[src/rtl/vicii_pkg.sv]
// Shared constants and types for the VIC-II sprite bank.
package vicii_pkg;

    localparam int unsigned SLOT_LEN    = 16;
    localparam logic [6:0]  SPR_PTR_OFS = 7'h7F;
    localparam logic [5:0]  MC_END      = 6'd63;
    localparam int unsigned SPR_W       = 24;

    typedef logic [3:0] color_t;

endpackage

[src/rtl/vicii_sprite_chan.sv]
// One sprite channel: 16-cycle pointer/data fetch slot, line counters and the display shifter.
module vicii_sprite_chan
    import vicii_pkg::*;
#(
    parameter int unsigned IDX  = 0,
    parameter int unsigned BASE = 352
) (
    input  logic        clk,
    input  logic        reset,
    input  logic [8:0]  xc_i,
    input  logic [8:0]  yc_i,
    input  logic [7:0]  di_i,
    input  logic [3:0]  vm1_i,
    input  logic [8:0]  x_i,
    input  logic [7:0]  y_i,
    input  logic        en_i,
    input  logic        xe_i,
    input  logic        ye_i,
    input  logic        mcm_i,
    input  color_t      col_i,
    input  color_t      smc0_i,
    input  color_t      smc1_i,
    output logic [13:0] ao_o,
    output logic        ba_o,
    output logic        opaque_o,
    output color_t      color_o
);

    localparam logic [9:0] BaseW = 10'(BASE);

    logic [9:0]       rel;
    logic             in_win, fetch, start, disp, last;
    logic             active_q, active_d, tog_q, tog_d;
    logic             armed_q, armed_d, shifting_q, shifting_d;
    logic [5:0]       mc_q, mc_d, mcbase_q, mcbase_d;
    logic [5:0]       k_q, k_d, k_cur;
    logic [7:0]       mp_q, mp_d;
    logic [SPR_W-1:0] dat_q, dat_d, sh_q, sh_d, cur;
    logic [1:0]       dv_q, dv_d, dv_cur, lim;

    assign rel    = {1'b0, xc_i} - BaseW;
    assign in_win = ({1'b0, xc_i} >= BaseW) && (rel <= 10'(SLOT_LEN));
    // A channel that has counted past the last line keeps its slot but fetches nothing.
    assign fetch  = active_q && (mcbase_q != MC_END);
    assign ba_o   = in_win && (rel != 10'd0) && fetch;

    assign start  = armed_q && (xc_i == x_i);
    assign disp   = start || shifting_q;
    assign cur    = start ? dat_q : sh_q;
    assign dv_cur = start ? 2'd0 : dv_q;
    assign k_cur  = start ? 6'd0 : k_q;
    assign lim    = mcm_i ? (xe_i ? 2'd3 : 2'd1) : (xe_i ? 2'd1 : 2'd0);
    assign last   = k_cur == (xe_i ? 6'(2 * SPR_W - 1) : 6'(SPR_W - 1));

    always_comb begin
        ao_o = 14'h0;
        if (in_win) begin
            case (rel[4:0])
                5'd0:                ao_o = {vm1_i, SPR_PTR_OFS, 3'(IDX)};
                5'd4, 5'd8, 5'd12:   if (fetch) ao_o = {mp_q, mc_q};
                default:             ao_o = 14'h0;
            endcase
        end
    end

    always_comb begin
        opaque_o = 1'b0;
        color_o  = col_i;
        if (disp) begin
            if (mcm_i) begin
                case (cur[SPR_W-1 -: 2])
                    2'b01:   begin opaque_o = 1'b1; color_o = smc0_i; end
                    2'b10:   begin opaque_o = 1'b1; color_o = col_i;  end
                    2'b11:   begin opaque_o = 1'b1; color_o = smc1_i; end
                    default: opaque_o = 1'b0;
                endcase
            end else begin
                opaque_o = cur[SPR_W-1];
            end
        end
    end

    always_comb begin
        active_d   = active_q;
        tog_d      = tog_q;
        armed_d    = armed_q;
        shifting_d = shifting_q;
        mc_d       = mc_q;
        mcbase_d   = mcbase_q;
        mp_d       = mp_q;
        dat_d      = dat_q;
        sh_d       = sh_q;
        dv_d       = dv_q;
        k_d        = k_q;

        // Loaded data is consumed by exactly one display pass.
        if (disp) begin
            if (start) armed_d = 1'b0;
            if (dv_cur == lim) begin
                dv_d = 2'd0;
                sh_d = mcm_i ? (cur << 2) : (cur << 1);
            end else begin
                dv_d = dv_cur + 2'd1;
                sh_d = cur;
            end
            shifting_d = !last;
            k_d        = last ? 6'd0 : k_cur + 6'd1;
        end

        if (in_win) begin
            case (rel[4:0])
                5'd0: begin
                    if (!active_q && en_i && (yc_i == {1'b0, y_i})) begin
                        active_d = 1'b1;
                        mcbase_d = 6'd0;
                        mc_d     = 6'd0;
                        tog_d    = 1'b0;
                    end else begin
                        mc_d = mcbase_q;
                    end
                end
                5'd2: begin
                    if (fetch) mp_d = di_i;
                    else if (active_q) active_d = 1'b0;
                end
                5'd4, 5'd8, 5'd12: if (fetch) mc_d = mc_q + 6'd1;
                5'd6:  if (fetch) dat_d[23:16] = di_i;
                5'd10: if (fetch) dat_d[15:8] = di_i;
                5'd14: begin
                    if (fetch) begin
                        dat_d[7:0] = di_i;
                        armed_d    = 1'b1;
                    end
                end
                5'd16: begin
                    if (fetch) begin
                        if (!ye_i || tog_q) mcbase_d = mc_q;
                        if (ye_i) tog_d = !tog_q;
                    end
                end
                default: ;
            endcase
        end
    end

    always_ff @(posedge clk) begin
        if (reset) begin
            active_q   <= 1'b0;
            tog_q      <= 1'b0;
            armed_q    <= 1'b0;
            shifting_q <= 1'b0;
            mc_q       <= MC_END;
            mcbase_q   <= MC_END;
            mp_q       <= 8'h0;
            dat_q      <= '0;
            sh_q       <= '0;
            dv_q       <= 2'd0;
            k_q        <= 6'd0;
        end else begin
            active_q   <= active_d;
            tog_q      <= tog_d;
            armed_q    <= armed_d;
            shifting_q <= shifting_d;
            mc_q       <= mc_d;
            mcbase_q   <= mcbase_d;
            mp_q       <= mp_d;
            dat_q      <= dat_d;
            sh_q       <= sh_d;
            dv_q       <= dv_d;
            k_q        <= k_d;
        end
    end

endmodule

[src/rtl/vicii_sprite_bank.sv]
// Sprite bank: NSPR channels, bus address/request merge, priority mux and collision registers.
module vicii_sprite_bank
    import vicii_pkg::*;
#(
    parameter int unsigned NSPR        = 8,
    parameter int unsigned FETCH_START = 352
) (
    input  logic                clk,
    input  logic                reset,
    input  logic [7:0]          di,
    input  logic [3:0]          vm1,
    input  logic [8:0]          xc,
    input  logic [8:0]          yc,
    input  logic [9*NSPR-1:0]   spr_x,
    input  logic [8*NSPR-1:0]   spr_y,
    input  logic [NSPR-1:0]     spr_en,
    input  logic [NSPR-1:0]     spr_xe,
    input  logic [NSPR-1:0]     spr_ye,
    input  logic [NSPR-1:0]     spr_mcm,
    input  logic [4*NSPR-1:0]   spr_col,
    input  logic [3:0]          smc0,
    input  logic [3:0]          smc1,
    input  logic                bg_fg,
    input  logic                mm_rd,
    input  logic                md_rd,
    output logic [13:0]         ao,
    output logic                ba,
    output logic                pixel_enable,
    output logic [3:0]          pixel,
    output logic [2:0]          pixel_idx,
    output logic [NSPR-1:0]     mm,
    output logic [NSPR-1:0]     md,
    output logic                irq_mm,
    output logic                irq_md
);

    logic [13:0]     chan_ao [NSPR];
    color_t          chan_col [NSPR];
    logic [NSPR-1:0] chan_ba, op;
    logic [13:0]     ao_or;
    logic            multi;
    color_t          win_col;
    logic [2:0]      win_idx;

    logic            pix_en_q;
    color_t          pix_q;
    logic [2:0]      idx_q;
    logic [NSPR-1:0] mm_q, mm_d, md_q, md_d;
    logic            irq_mm_q, irq_mm_d, irq_md_q, irq_md_d;

    for (genvar g = 0; g < NSPR; g++) begin : g_chan
        vicii_sprite_chan #(
            .IDX  (g),
            .BASE (FETCH_START + SLOT_LEN * g)
        ) u_chan (
            .clk      (clk),
            .reset    (reset),
            .xc_i     (xc),
            .yc_i     (yc),
            .di_i     (di),
            .vm1_i    (vm1),
            .x_i      (spr_x[9*g +: 9]),
            .y_i      (spr_y[8*g +: 8]),
            .en_i     (spr_en[g]),
            .xe_i     (spr_xe[g]),
            .ye_i     (spr_ye[g]),
            .mcm_i    (spr_mcm[g]),
            .col_i    (spr_col[4*g +: 4]),
            .smc0_i   (smc0),
            .smc1_i   (smc1),
            .ao_o     (chan_ao[g]),
            .ba_o     (chan_ba[g]),
            .opaque_o (op[g]),
            .color_o  (chan_col[g])
        );
    end

    // Slots never overlap on a driven address, so an OR merge is enough.
    always_comb begin
        ao_or = 14'h0;
        for (int i = 0; i < int'(NSPR); i++) ao_or |= chan_ao[i];
    end

    assign ao = reset ? 14'h0 : ao_or;
    assign ba = !reset && (|chan_ba);

    always_comb begin
        win_col = 4'h0;
        win_idx = 3'd0;
        for (int i = int'(NSPR) - 1; i >= 0; i--) begin
            if (op[i]) begin
                win_col = chan_col[i];
                win_idx = 3'(i);
            end
        end
    end

    assign multi = |(op & (op - NSPR'(1)));

    // A collision in the same cycle as a read-clear strobe still sets its bit.
    always_comb begin
        mm_d     = (mm_rd ? '0 : mm_q) | (multi ? op : '0);
        md_d     = (md_rd ? '0 : md_q) | (bg_fg ? op : '0);
        irq_mm_d = (mm_q == '0) && (mm_d != '0);
        irq_md_d = (md_q == '0) && (md_d != '0);
    end

    always_ff @(posedge clk) begin
        if (reset) begin
            pix_en_q <= 1'b0;
            pix_q    <= 4'h0;
            idx_q    <= 3'd0;
            mm_q     <= '0;
            md_q     <= '0;
            irq_mm_q <= 1'b0;
            irq_md_q <= 1'b0;
        end else begin
            pix_en_q <= |op;
            pix_q    <= win_col;
            idx_q    <= win_idx;
            mm_q     <= mm_d;
            md_q     <= md_d;
            irq_mm_q <= irq_mm_d;
            irq_md_q <= irq_md_d;
        end
    end

    assign pixel_enable = pix_en_q;
    assign pixel        = pix_q;
    assign pixel_idx    = idx_q;
    assign mm           = mm_q;
    assign md           = md_q;
    assign irq_mm       = irq_mm_q;
    assign irq_md       = irq_md_q;

endmodule

[config.mk]
export PLATFORM = sky130hd
export DESIGN_NAME = vicii_sprite_bank
export DESIGN_NICKNAME = d
export VERILOG_FILES = /design/src/rtl/vicii_pkg.sv /design/src/rtl/vicii_sprite_chan.sv /design/src/rtl/vicii_sprite_bank.sv
export SDC_FILE = /design/constraint.sdc
export NUM_CORES = 2
export LEC_CHECK = 0
export ABC_AREA = 1
export CORE_MARGIN = 3
export CORE_UTILIZATION = 45
export DETAILED_ROUTE_END_ITERATION = 7
export DONT_BUFFER_PORTS = 1
export PLACE_DENSITY = 0.67
export SYNTH_ARGS = -nofsm -noshare
export SYNTH_HDL_FRONTEND = slang
export SYNTH_SLANG_ARGS = --single-unit
export TNS_END_PERCENT = 30
[constraint.sdc]
create_clock -name clk -period 4.9 [get_ports clk]
set_input_delay 0.245 -clock clk [delete_from_list [all_inputs] [get_ports clk]]
set_output_delay 0.245 -clock clk [all_outputs]
set_load 0.02 [all_outputs]
==> results.yml <==
outcome:
  status: "finished, final reports clean"
synth:
  netlist.top_cell.by_area: "dfxtp_1"
  synthArstFlopShare_pct: 0
  synth_top_area_share_pct: 34.94
  synth_area_leaders: "dfxtp_1 35%, nand2_1 9.8%, a21oi_1 8.2%, o21ai_0 7.7%, inv_1 7.6%"
  syn-cell-area_mm2: 0.03816
  ys.flop_type: "dfxtp_1"
  syn_area_per_cell_um2: 6.670
  ys_seq_area_share_pct: 34.94
  synth_cell_type_count: 67
  syn_nets: 5986
  ys_seq_elements: 666
  syn_inst: 5721
  synth_edf_count: 0
  ys_warn_count: 0
finish:
  fin_nets: 5820
  multiInputGateArea_mm2: 0.02019
  regArea_mm2: 0.01333
  nFillCells: 8523
  drive_above_1_share_pct: 6.214
  area_delta_synth_final_pct: 9.185
  utilization_pct: 49.70
setup_path:
  critPathKind: "flop to flop"
  worst_ep_arrival_time_ps: 4520
  cp-end-kind: "flop"
  cp_max_fo: 59
  crit_chain: "nand3_2, buf_4, nand2_2, inv_2, nor2_1, nand2_1, nand2_2, nand3_1, dlygate4sd3_1, nand2_1, a21oi_1, dlygate4sd3_1"
  slowest_stage: "inv_2"
  crit_required_ps: 5470
  crit_path_start_kind: "flop"
  cpPeakStageDelay_ps: 660
place:
  dp_hpwl_um: 83610
  port_buffers: 0
  place.gp.congestion: 0.9603
timing:
  hold_viol: 0
  post-route-period-util_pct: 80.60
  tightestPinTransition_ps: 1199
  slew_violations: 0
  layout_min_cycle_time_ps: 3949
  setup_tns_ps: 0
  relSlewSlack_pct: 19.75
  clock_skew_ps: 38.64
  setup_violations: 0
  whs_ps: 25.80
  max_freq_mhz: 253.2
  rsz0062_at_grt: "no"
clock_tree:
  cts_setup_buffers: 0
  clk_path_buf_depth: 3
  clk_pin_slew_ps: 70
  numCtsBuffers: 76
  cts.sinks: 666
  h-tree-depth: 3
  clkLatencyLatePin_ps: 640
  cts_tree: "done"
  cts_hold_buf: 47
  root_buffer: "clkbuf_16"
  ctsResizeCount: 0
global_route:
  grt-ovfl-total: 0
  grt_pass1_vias: 34130
  track_usage_pct: 27.24
  antenna_found_initial: 18
  grt_max_degree: 155
  grt_pass1_wl_um: 196100
pwr:
  max-vdd-ir-drop_mv: 0.2313
  powerDensity_mw_per_mm2: 286.7
  power_leakage_nw: 20.30
run:
  drv_cap: 0
floorplanning:
  die_w_um: 297.2
  ios: 284
  rows: 106
  die_h_um: 297.2
  die-area_mm2: 0.08832
  core_region_area_mm2: 0.08382
  start_util_pct: 45.52
drt:
  ant_nets: 0
  drtPass1Iterations: 8
  drtIter0Drc: 3848
  drt-vias-per-instance: 5.657
  wl_per_cell_um: 18.62
  vias: 38240
  wl_um: 125900
  drcViolationCount: 0
hold_path:
  hold_path_class: "input pin to flop"
where the power goes:
group | switching [W] | total, W | internal, W | leakage, nW
clock | 0.00242 | 0.00582 | 0.00341 | 1.25
combinational | 0.000498 | 0.000707 | 0.000209 | 13.7
sequential | 0.000000501 | 0.00541 | 0.00541 | 5.37
total | 0.00292 | 0.0119 | 0.00903 | 20.3
Yosys cell counts, types with 10 or more instances:
master and count:
a211oi_1 212, a21oi_1 622, a22oi_1 15, a31oi_1 27, buf_1 19, buf_2 67
clkbuf_1 257, clkinv_1 17, dfxtp_1 666, ha_1 22, inv_1 770, inv_2 41
nand2_1 992, nand2_2 13, nand3_1 153, nand4_1 49, nor2_1 466, nor2_2 16
nor3_1 59, nor3_2 10, nor4_1 26, o211ai_1 211, o21ai_0 588, o21ai_1 19
o221ai_1 19, o22ai_1 58, o31ai_1 12, or2_2 31, xnor2_1 79, xor2_1 39
state kept, by name, indices dropped and copies added (netlist names), 8 cells and up:
| register | count |
|---|---|
| g_chan.u_chan.tog_q | 8 |
| g_chan.u_chan.sh_q | 192 |
| g_chan.u_chan.mp_q | 64 |
| mm | 8 |
| g_chan.u_chan.active_q | 8 |
| g_chan.u_chan.k_q | 48 |
| g_chan.u_chan.dv_q | 16 |
| g_chan.u_chan.armed_q | 8 |
| g_chan.u_chan.mc_q | 48 |
| g_chan.u_chan.dat_q | 192 |
| g_chan.u_chan.shifting_q | 8 |
| md | 8 |
| g_chan.u_chan.mcbase_q | 48 |
per-stage QoR:
stage | power (W) | area, um2 | instances | setup slack, ps
finish | 0.01194 | 41660 | 6760 | 950.7
CTS | 0.01202 | 41640 | 6750 | 1015
global placement | 0.006143 | 38620 | 6564 | 905.9
detailed placement | 0.006144 | 38620 | 6564 | 856.0
global route | 0.01230 | 41650 | 6755 | 688.7
floorplan | 0.006047 | 38160 | 5721 | 2262
routing by layer:
layer	wire length, um	GRT usage, %
met2	53930	41.67
met1	56560	38.21
met3	11770	6.495
met4	3523	7.612
met5	110	0
cells by family (layout without fill, tap and decap cells):
family	Yosys count	after routing	share of synthesized area, %
other cells	0	10	0
xor+xnor	118	118	2.708
compound gates	1861	1861	28.69
buf+inv	1189	1084	12.18
simple gates	1865	1865	20.75
flops	666	666	34.94
fa+ha+maj	22	22	0.7214
final cells by class:
class,instances,share of cell area (%)
clock buffer,112,5.403
inverter,828,7.478
sequential,666,32.00
clock inverter,27,0.6637
timing repair buffer,117,2.523
tap,1134,3.406
antenna,10,0.06006
multi-input combinational,3866,48.47
worst max-delay path, delay by kind of cell (launching register included):
| family | cells | cell delay (ps) |
|---|---|---|
| buffers and inverters | 4 | 2230 |
| DFF | 1 | 310 |
| AOI/OAI and AO/OA | 1 | 110 |
| and+or+nand+nor | 7 | 1220 |
worst paths after layout:
| check | startpoint | end | slack (ps) | depth (start not counted) |
|---|---|---|---|---|
| max reg2reg | g_chan[0].u_chan.armed_q$_SDFF_PP0_ | pixel[3]$_SDFF_PP0_ | 950 | 12 |
| min | spr_ye[3] | g_chan[3].u_chan.mcbase_q[0]$_SDFFE_PP1P_ | 30 | 5 |
| max | g_chan[0].u_chan.armed_q$_SDFF_PP0_ | pixel[3]$_SDFF_PP0_ | 950 | 12 |
| min reg2reg | g_chan[1].u_chan.dat_q[19]$_SDFFE_PP0P_ | g_chan[1].u_chan.dat_q[19]$_SDFFE_PP0P_ | 440 | 2 |
cells in the final DEF, fill, tap and decap left out, drive strengths merged, types with 10 or more instances in the layout:
master / netlist / final
diode: 0 / 10
xnor2: 79 / 79
ha: 22 / 22
clkinv: 17 / 30
o211ai: 214 / 214
nor3: 69 / 69
dlygate4sd3: 0 / 46
nand4: 51 / 51
buf: 104 / 71
nor4: 26 / 26
o22ai: 58 / 58
a22oi: 15 / 15
xor2: 39 / 39
a21oi: 625 / 625
a31oi: 27 / 27
or2: 46 / 46
nand2: 1011 / 1011
nand3: 162 / 162
inv: 811 / 818
o221ai: 19 / 19
o21ai: 612 / 612
nor2: 488 / 488
dfxtp: 666 / 666
clkbuf: 257 / 112
o31ai: 12 / 12
a211oi: 213 / 213
Power figures use the tool's default switching activity.
